File: src/rtl/pitch_ram_sched.sv
// Pitch-shift sequencer for a single-port buffer RAM with 1-cycle read latency.
// Per sample strobe it writes the sample, reads two taps half a buffer apart and crossfades them.
module pitch_ram_sched #(
  parameter int ADDR_W = 8,
  parameter int DATA_W = 32,
  parameter int FRAC_W = 4
) (
  input  logic              Clk,
  input  logic              reset,
  input  logic              sample_valid,
  input  logic [DATA_W-1:0] sample_in,
  input  logic [7:0]        step,
  input  logic              bypass,
  output logic              busy,
  output logic [ADDR_W-1:0] ram_addr,
  output logic              ram_we,
  output logic [DATA_W-1:0] ram_wdata,
  input  logic [DATA_W-1:0] ram_rdata,
  output logic [DATA_W-1:0] sample_out,
  output logic              out_valid
);

  localparam int PTR_W  = ADDR_W + FRAC_W;
  localparam int PROD_W = DATA_W + ADDR_W + 1;
  localparam logic [ADDR_W-1:0] HALF   = {1'b1, {(ADDR_W-1){1'b0}}};
  localparam logic [ADDR_W:0]   FULL   = {1'b1, {ADDR_W{1'b0}}};

  typedef enum logic [2:0] {S_IDLE, S_WR, S_RDA, S_RDB, S_MIX, S_OUT} state_t;

  state_t            state_reg, state_next;
  logic [ADDR_W-1:0] wr_ptr_reg;
  logic [PTR_W-1:0]  rd_ptr_reg;
  logic [DATA_W-1:0] sample_reg;
  logic [7:0]        step_reg;
  logic              bypass_reg;
  logic [DATA_W-1:0] a_reg;
  logic [DATA_W-1:0] sample_out_reg;
  logic              out_valid_reg;

  logic [ADDR_W-1:0]        tap_a, tap_b, dist_a;
  logic [ADDR_W:0]          w_a, w_b;
  logic signed [PROD_W-1:0] a_ext, b_ext, wa_ext, wb_ext, mix_sum, mix_shift;
  logic [DATA_W-1:0]        mix_y;

  assign tap_a  = rd_ptr_reg[PTR_W-1:FRAC_W];
  assign tap_b  = tap_a + HALF;
  assign dist_a = wr_ptr_reg - tap_a;

  // Tap weight is its circular distance to the write pointer, folded into 0..N/2
  assign w_a = dist_a[ADDR_W-1] ? (FULL - {1'b0, dist_a}) : {1'b0, dist_a};
  assign w_b = {1'b0, HALF} - w_a;

  // ram_rdata carries tap B during MIX; weights sum to N/2 so the sum cannot overflow
  assign a_ext     = {{(ADDR_W+1){a_reg[DATA_W-1]}}, a_reg};
  assign b_ext     = {{(ADDR_W+1){ram_rdata[DATA_W-1]}}, ram_rdata};
  assign wa_ext    = {{(PROD_W-ADDR_W-1){1'b0}}, w_a};
  assign wb_ext    = {{(PROD_W-ADDR_W-1){1'b0}}, w_b};
  assign mix_sum   = a_ext * wa_ext + b_ext * wb_ext;
  assign mix_shift = mix_sum >>> (ADDR_W - 1);
  assign mix_y     = mix_shift[DATA_W-1:0];

  always_comb begin
    state_next = state_reg;
    ram_addr   = '0;
    ram_we     = 1'b0;
    ram_wdata  = '0;
    case (state_reg)
      S_IDLE: if (sample_valid) state_next = S_WR;
      S_WR: begin
        ram_addr   = wr_ptr_reg;
        ram_we     = 1'b1;
        ram_wdata  = sample_reg;
        state_next = S_RDA;
      end
      S_RDA: begin
        ram_addr   = tap_a;
        state_next = S_RDB;
      end
      S_RDB: begin
        ram_addr   = tap_b;
        state_next = S_MIX;
      end
      S_MIX:   state_next = S_OUT;
      S_OUT:   state_next = S_IDLE;
      default: state_next = S_IDLE;
    endcase
  end

  always_ff @(posedge Clk or negedge reset) begin
    if (!reset) begin
      state_reg      <= S_IDLE;
      wr_ptr_reg     <= '0;
      rd_ptr_reg     <= '0;
      sample_reg     <= '0;
      step_reg       <= '0;
      bypass_reg     <= 1'b0;
      a_reg          <= '0;
      sample_out_reg <= '0;
      out_valid_reg  <= 1'b0;
    end else begin
      state_reg     <= state_next;
      out_valid_reg <= (state_reg == S_MIX);
      case (state_reg)
        S_IDLE: if (sample_valid) begin
          sample_reg <= sample_in;
          step_reg   <= step;
          bypass_reg <= bypass;
        end
        S_RDB: a_reg <= ram_rdata;
        S_MIX: sample_out_reg <= bypass_reg ? sample_reg : mix_y;
        S_OUT: begin
          wr_ptr_reg <= wr_ptr_reg + 1'b1;
          // Bypass parks the read tap at maximum delay so leaving bypass is seamless
          if (bypass_reg)
            rd_ptr_reg <= {wr_ptr_reg + ADDR_W'(2), {FRAC_W{1'b0}}};
          else
            rd_ptr_reg <= rd_ptr_reg + PTR_W'(step_reg);
        end
        default: ;
      endcase
    end
  end

  assign busy       = (state_reg != S_IDLE);
  assign sample_out = sample_out_reg;
  assign out_valid  = out_valid_reg;

endmodule

File: config.mk
export PLATFORM = sky130hd
export DESIGN_NAME = pitch_ram_sched
export DESIGN_NICKNAME = d
export VERILOG_FILES = /design/src/rtl/pitch_ram_sched.sv
export SDC_FILE = /design/constraint.sdc
export NUM_CORES = 1
export LEC_CHECK = 0
export CAP_MARGIN = 20
export CORE_MARGIN = 10
export CORE_UTILIZATION = 45
export CTS_BUF_LIST = sky130_fd_sc_hd__clkbuf_4 sky130_fd_sc_hd__clkbuf_8 sky130_fd_sc_hd__clkbuf_16
export DETAILED_ROUTE_END_ITERATION = 10
export HOLD_SLACK_MARGIN = 0.05
export SYNTH_ARGS = -nofsm -noshare
export SYNTH_HDL_FRONTEND = slang
export SYNTH_SLANG_ARGS = --single-unit
File: constraint.sdc
create_clock -name Clk -period 24.2 [get_ports Clk]
set_input_delay 6.05 -clock Clk [delete_from_list [all_inputs] [get_ports Clk]]
set_output_delay 6.05 -clock Clk [all_outputs]
set_load 0.05 [all_outputs]
==> run summary <==
The run finished with clean final reports. Measured against its own limit, the worst slew margin works out to 29.94%. The synthesized design contains 0 enable-type register cells. The net count of the finished layout was 3453; the area of the die was 0.06469 mm^2. The per-cell routed wire length was 20.45 um; the number of slew-limit violations in the final report was 0. For the total setup violations reported at the end of the flow, the log shows 0. The area growth from synthesis to layout is 11.42%. In this run the vertical extent of the chip is 254.3 um. The number of hold-slack violations in the final timing report was 0; the wire length reported by the detailed router was 69.97 mm. The clock-pin transition on the worst setup and hold timing paths is 0.06 ns, and the first-iteration detailed-routing DRC count is 1001. The highest clock frequency the design can meet came out at 0.07587 GHz.

The logs give 0 for the post-cts sizing count and 85 for the number of core rows. The fraction of the mapped netlist area in simple logic gates was 14.69%; the cell count after synthesis was 2637. For the worst-skew pair, the clock arrives at the later sink with an insertion delay of 0.48 ns. Slowest library cell on the worst path: sky130_fd_sc_hd__clkdlybuf4s50_1. After Yosys synthesis, full adders, half adders and majority gates account for 49.45% of the synthesized area. The cell type with the highest occurrence count on the critical path was sky130_fd_sc_hd__fa_1. The region available for standard cell placement spans 0.05413 mm^2. The synthesized design contains 129 register bits. Across the routed clock network, the largest skew measured is 0.01543 ns. In this run the number of H-tree levels came out at 4. The filler cells instantiated in the layout total 4993.

Largest delay contributor family on the critical path: adder cells. Count of warnings emitted by yosys: 0. TritonCTS created 17 clock buffers. The min-delay analysis places its worst path in the category flop to flop.

The maximum buffer depth of the clock tree was 2; the wire length of the first global-routing pass was 114.4 mm. In this run the remaining antenna-violating nets after routing total 0. The port buffer count is 150, and the placed wire-length estimate is 55.49 mm.

During I/O placement, the number of pins put on the boundary was 151. Part of the Yosys area used for sequential elements: 13.06%. The routed layout has 17.99k vias. The area fraction of the dominant cell type after synthesis was 41.80%. Across the run, the number of max-cap violations was 0.

Data arrives at the worst endpoint at 13.54 ns. The area used by multi-input combinational logic came out at 0.01904 mm^2. The remaining routing DRC violations came out at 0. The synthesized area per cell came out at 9.371 um^2.

The post-synthesis cell type with the largest combined area was sky130_fd_sc_hd__fa_1. TritonCTS built the clock tree. Summed area of non-filler cells in the final layout: 0.02753 mm^2. Dividing the final minimum period by the clock period gives 54.47%. The logs give 20.51k for the via count of the first global-routing pass and 0.02471 mm^2 for the total standard cell area after synthesis.

The run gives 5 as the initial antenna violation count. The run gives 79 as the largest net degree at the start of global routing. For the pin with the worst max-slew slack, the measured transition is 1.051 ns. The final estimated routing congestion in global placement is 0.8540, and the number of hold-repair buffers added at the cts stage is 0. Along the worst path, the maximum fanout reaches 10. The commonest cells after synthesis are sky130_fd_sc_hd__inv_1, sky130_fd_sc_hd__fa_1, sky130_fd_sc_hd__nand2_1. In the routed layout, each cell is associated on average with a via count of 5.258. Ranked by total cell area, the synthesized netlist is headed by sky130_fd_sc_hd__fa_1, sky130_fd_sc_hd__dfrtp_1, sky130_fd_sc_hd__inv_1, sky130_fd_sc_hd__ha_1, sky130_fd_sc_hd__nand2_1. For the TritonCTS sink count, the log shows 129. STA classifies the critical path startpoint as an input pin. In the final timing run, aggregate negative setup slack is 0 ns. Post-CTS timing repair inserted 0 buffers for setup. At the worst endpoint, the required time is 24.56 ns. The register area came out at 0.003229 mm^2.

After layout, the minimum clock period comes to 13.18 ns. The overall routing resource usage was 23.08%. In the post-synthesis netlist, the cell with the most instances is sky130_fd_sc_hd__inv_1. The most common flop cell mapped by yosys was sky130_fd_sc_hd__dfrtp_1. Largest incremental delay on the critical path: 0.69 ns. The tree is rooted in a sky130_fd_sc_hd__clkbuf_16. Setup repair after global routing left no endpoint under its margin. The worst setup path is captured at a flop. The placed instances occupy a cell area of 0.02695 mm^2. The tools report the iteration count of the initial detailed-routing pass as 7. After synthesis, the netlist uses 62 different library cells.

The buffering stage count on the worst path with inverters included is 6, and the share of cells above drive strength 1 is 6.170%. Summed over all layers, the global routing overflow is 0. After synthesis, the largest family of logic cells by area is adder cells. The compound-cell area share of the yosys netlist is 4.851%, and the xor and xnor fraction of the mapped netlist area is 3.509%.

The kind of critical path was input pin to flop. The starting utilization of the core area is 45.65%, and the fraction of registers with async set/reset is 100.0%. The portion of synthesized area spent on multiplexers is 3.676%. The die is 254.3 um wide.
==> metal layers <==
metal / global-route usage, % / vias up / routed length [um]
met5: 0 / - / 0
met4: 9.047 / 0 / 2706
met3: 3.553 / 129 / 3146
met2: 40.98 / 428 / 36450
met1: 27.69 / 9463 / 27670
li1: - / 7968 / -
==> per-stage QoR <==
stage / hold WS, ns / util [%] / instances / setup WS, ns
final: 0.4829 / 50.86 / 3421 / 11.02
after global routing: 0.5070 / 50.86 / 3420 / 10.61
after CTS: 0.4845 / 50.82 / 3418 / 11.06
after detailed placement: 0.4697 / 49.79 / 3386 / 10.57
after global placement: 0.4579 / 49.67 / 3382 / 10.63
after floorplan: 0.4453 / - / 2666 / 11.63
==> layout make-up <==
| cell class | count | share of cell area (%) |
|---|---|---|
| diodes | 2 | 0.01818 |
| clock buffers | 20 | 1.695 |
| clock inverters | 12 | 0.3454 |
| inverters | 556 | 7.580 |
| multi-input cells | 1830 | 69.16 |
| flip-flops and latches | 129 | 11.73 |
| well taps | 696 | 3.163 |
| repair buffers | 176 | 6.308 |
==> worst min-delay path, cell delays in order, from the launching register on <==
cell and delay (ns):
sky130_fd_sc_hd__dfrtp_1 0.34, sky130_fd_sc_hd__nand2_1 0.04, sky130_fd_sc_hd__o21ai_0 0.06
==> layout by cell type (no fill, tap or decap), drive strengths merged, types with 4 or more instances in the layout <==
cell	n
a22oi	9
o21bai	9
nand2	400
clkbuf	20
o211ai	5
ha	151
and2	114
o41ai	4
nand4	7
nor2	67
mux2i	6
fa	516
conb	30
clkinv	4
dfrtp	129
o21a	7
a21o	14
xnor2	68
and3	33
inv	562
a21oi	72
xor2	25
nor3	10
nand2b	32
nor2b	69
nand3	16
mux2	75
clkdlybuf4s50	149
o21ai	46
buf	27
o22ai	6
==> path summary, 6_finish.rpt <==
path                       cells after the start  slack, ns                       from                    endpoint
setup / recovery                              26      11.02               ram_rdata[7]  sample_out[31]$_DFFE_PN0P_
min in group asynchronous                      1       5.66                      reset    state_reg[0]$_DFFE_PN0P_
setup reg to reg                              32      12.95  wr_ptr_reg[0]$_DFFE_PN0N_  sample_out[31]$_DFFE_PN0P_
max in group asynchronous                      2      17.25                      reset      bypass_reg$_DFFE_PN0P_
hold reg to reg                                2       0.48  sample_out[6]$_DFFE_PN0P_   sample_out[6]$_DFFE_PN0P_
hold / removal                                 2       0.48  sample_out[6]$_DFFE_PN0P_   sample_out[6]$_DFFE_PN0P_
==> cells by family after synthesis <==
logic type,after synthesis
other,1
buffers and inverters,707
xor gates and xnor gates,94
and+or+nand+nor,766
muxes,81
DFF,129
AOI/OAI and AO/OA,192
adders and majority gates,667
Power is not shown: default switching activity piles up to over one toggle a cycle in this logic, so the estimate is an artifact.
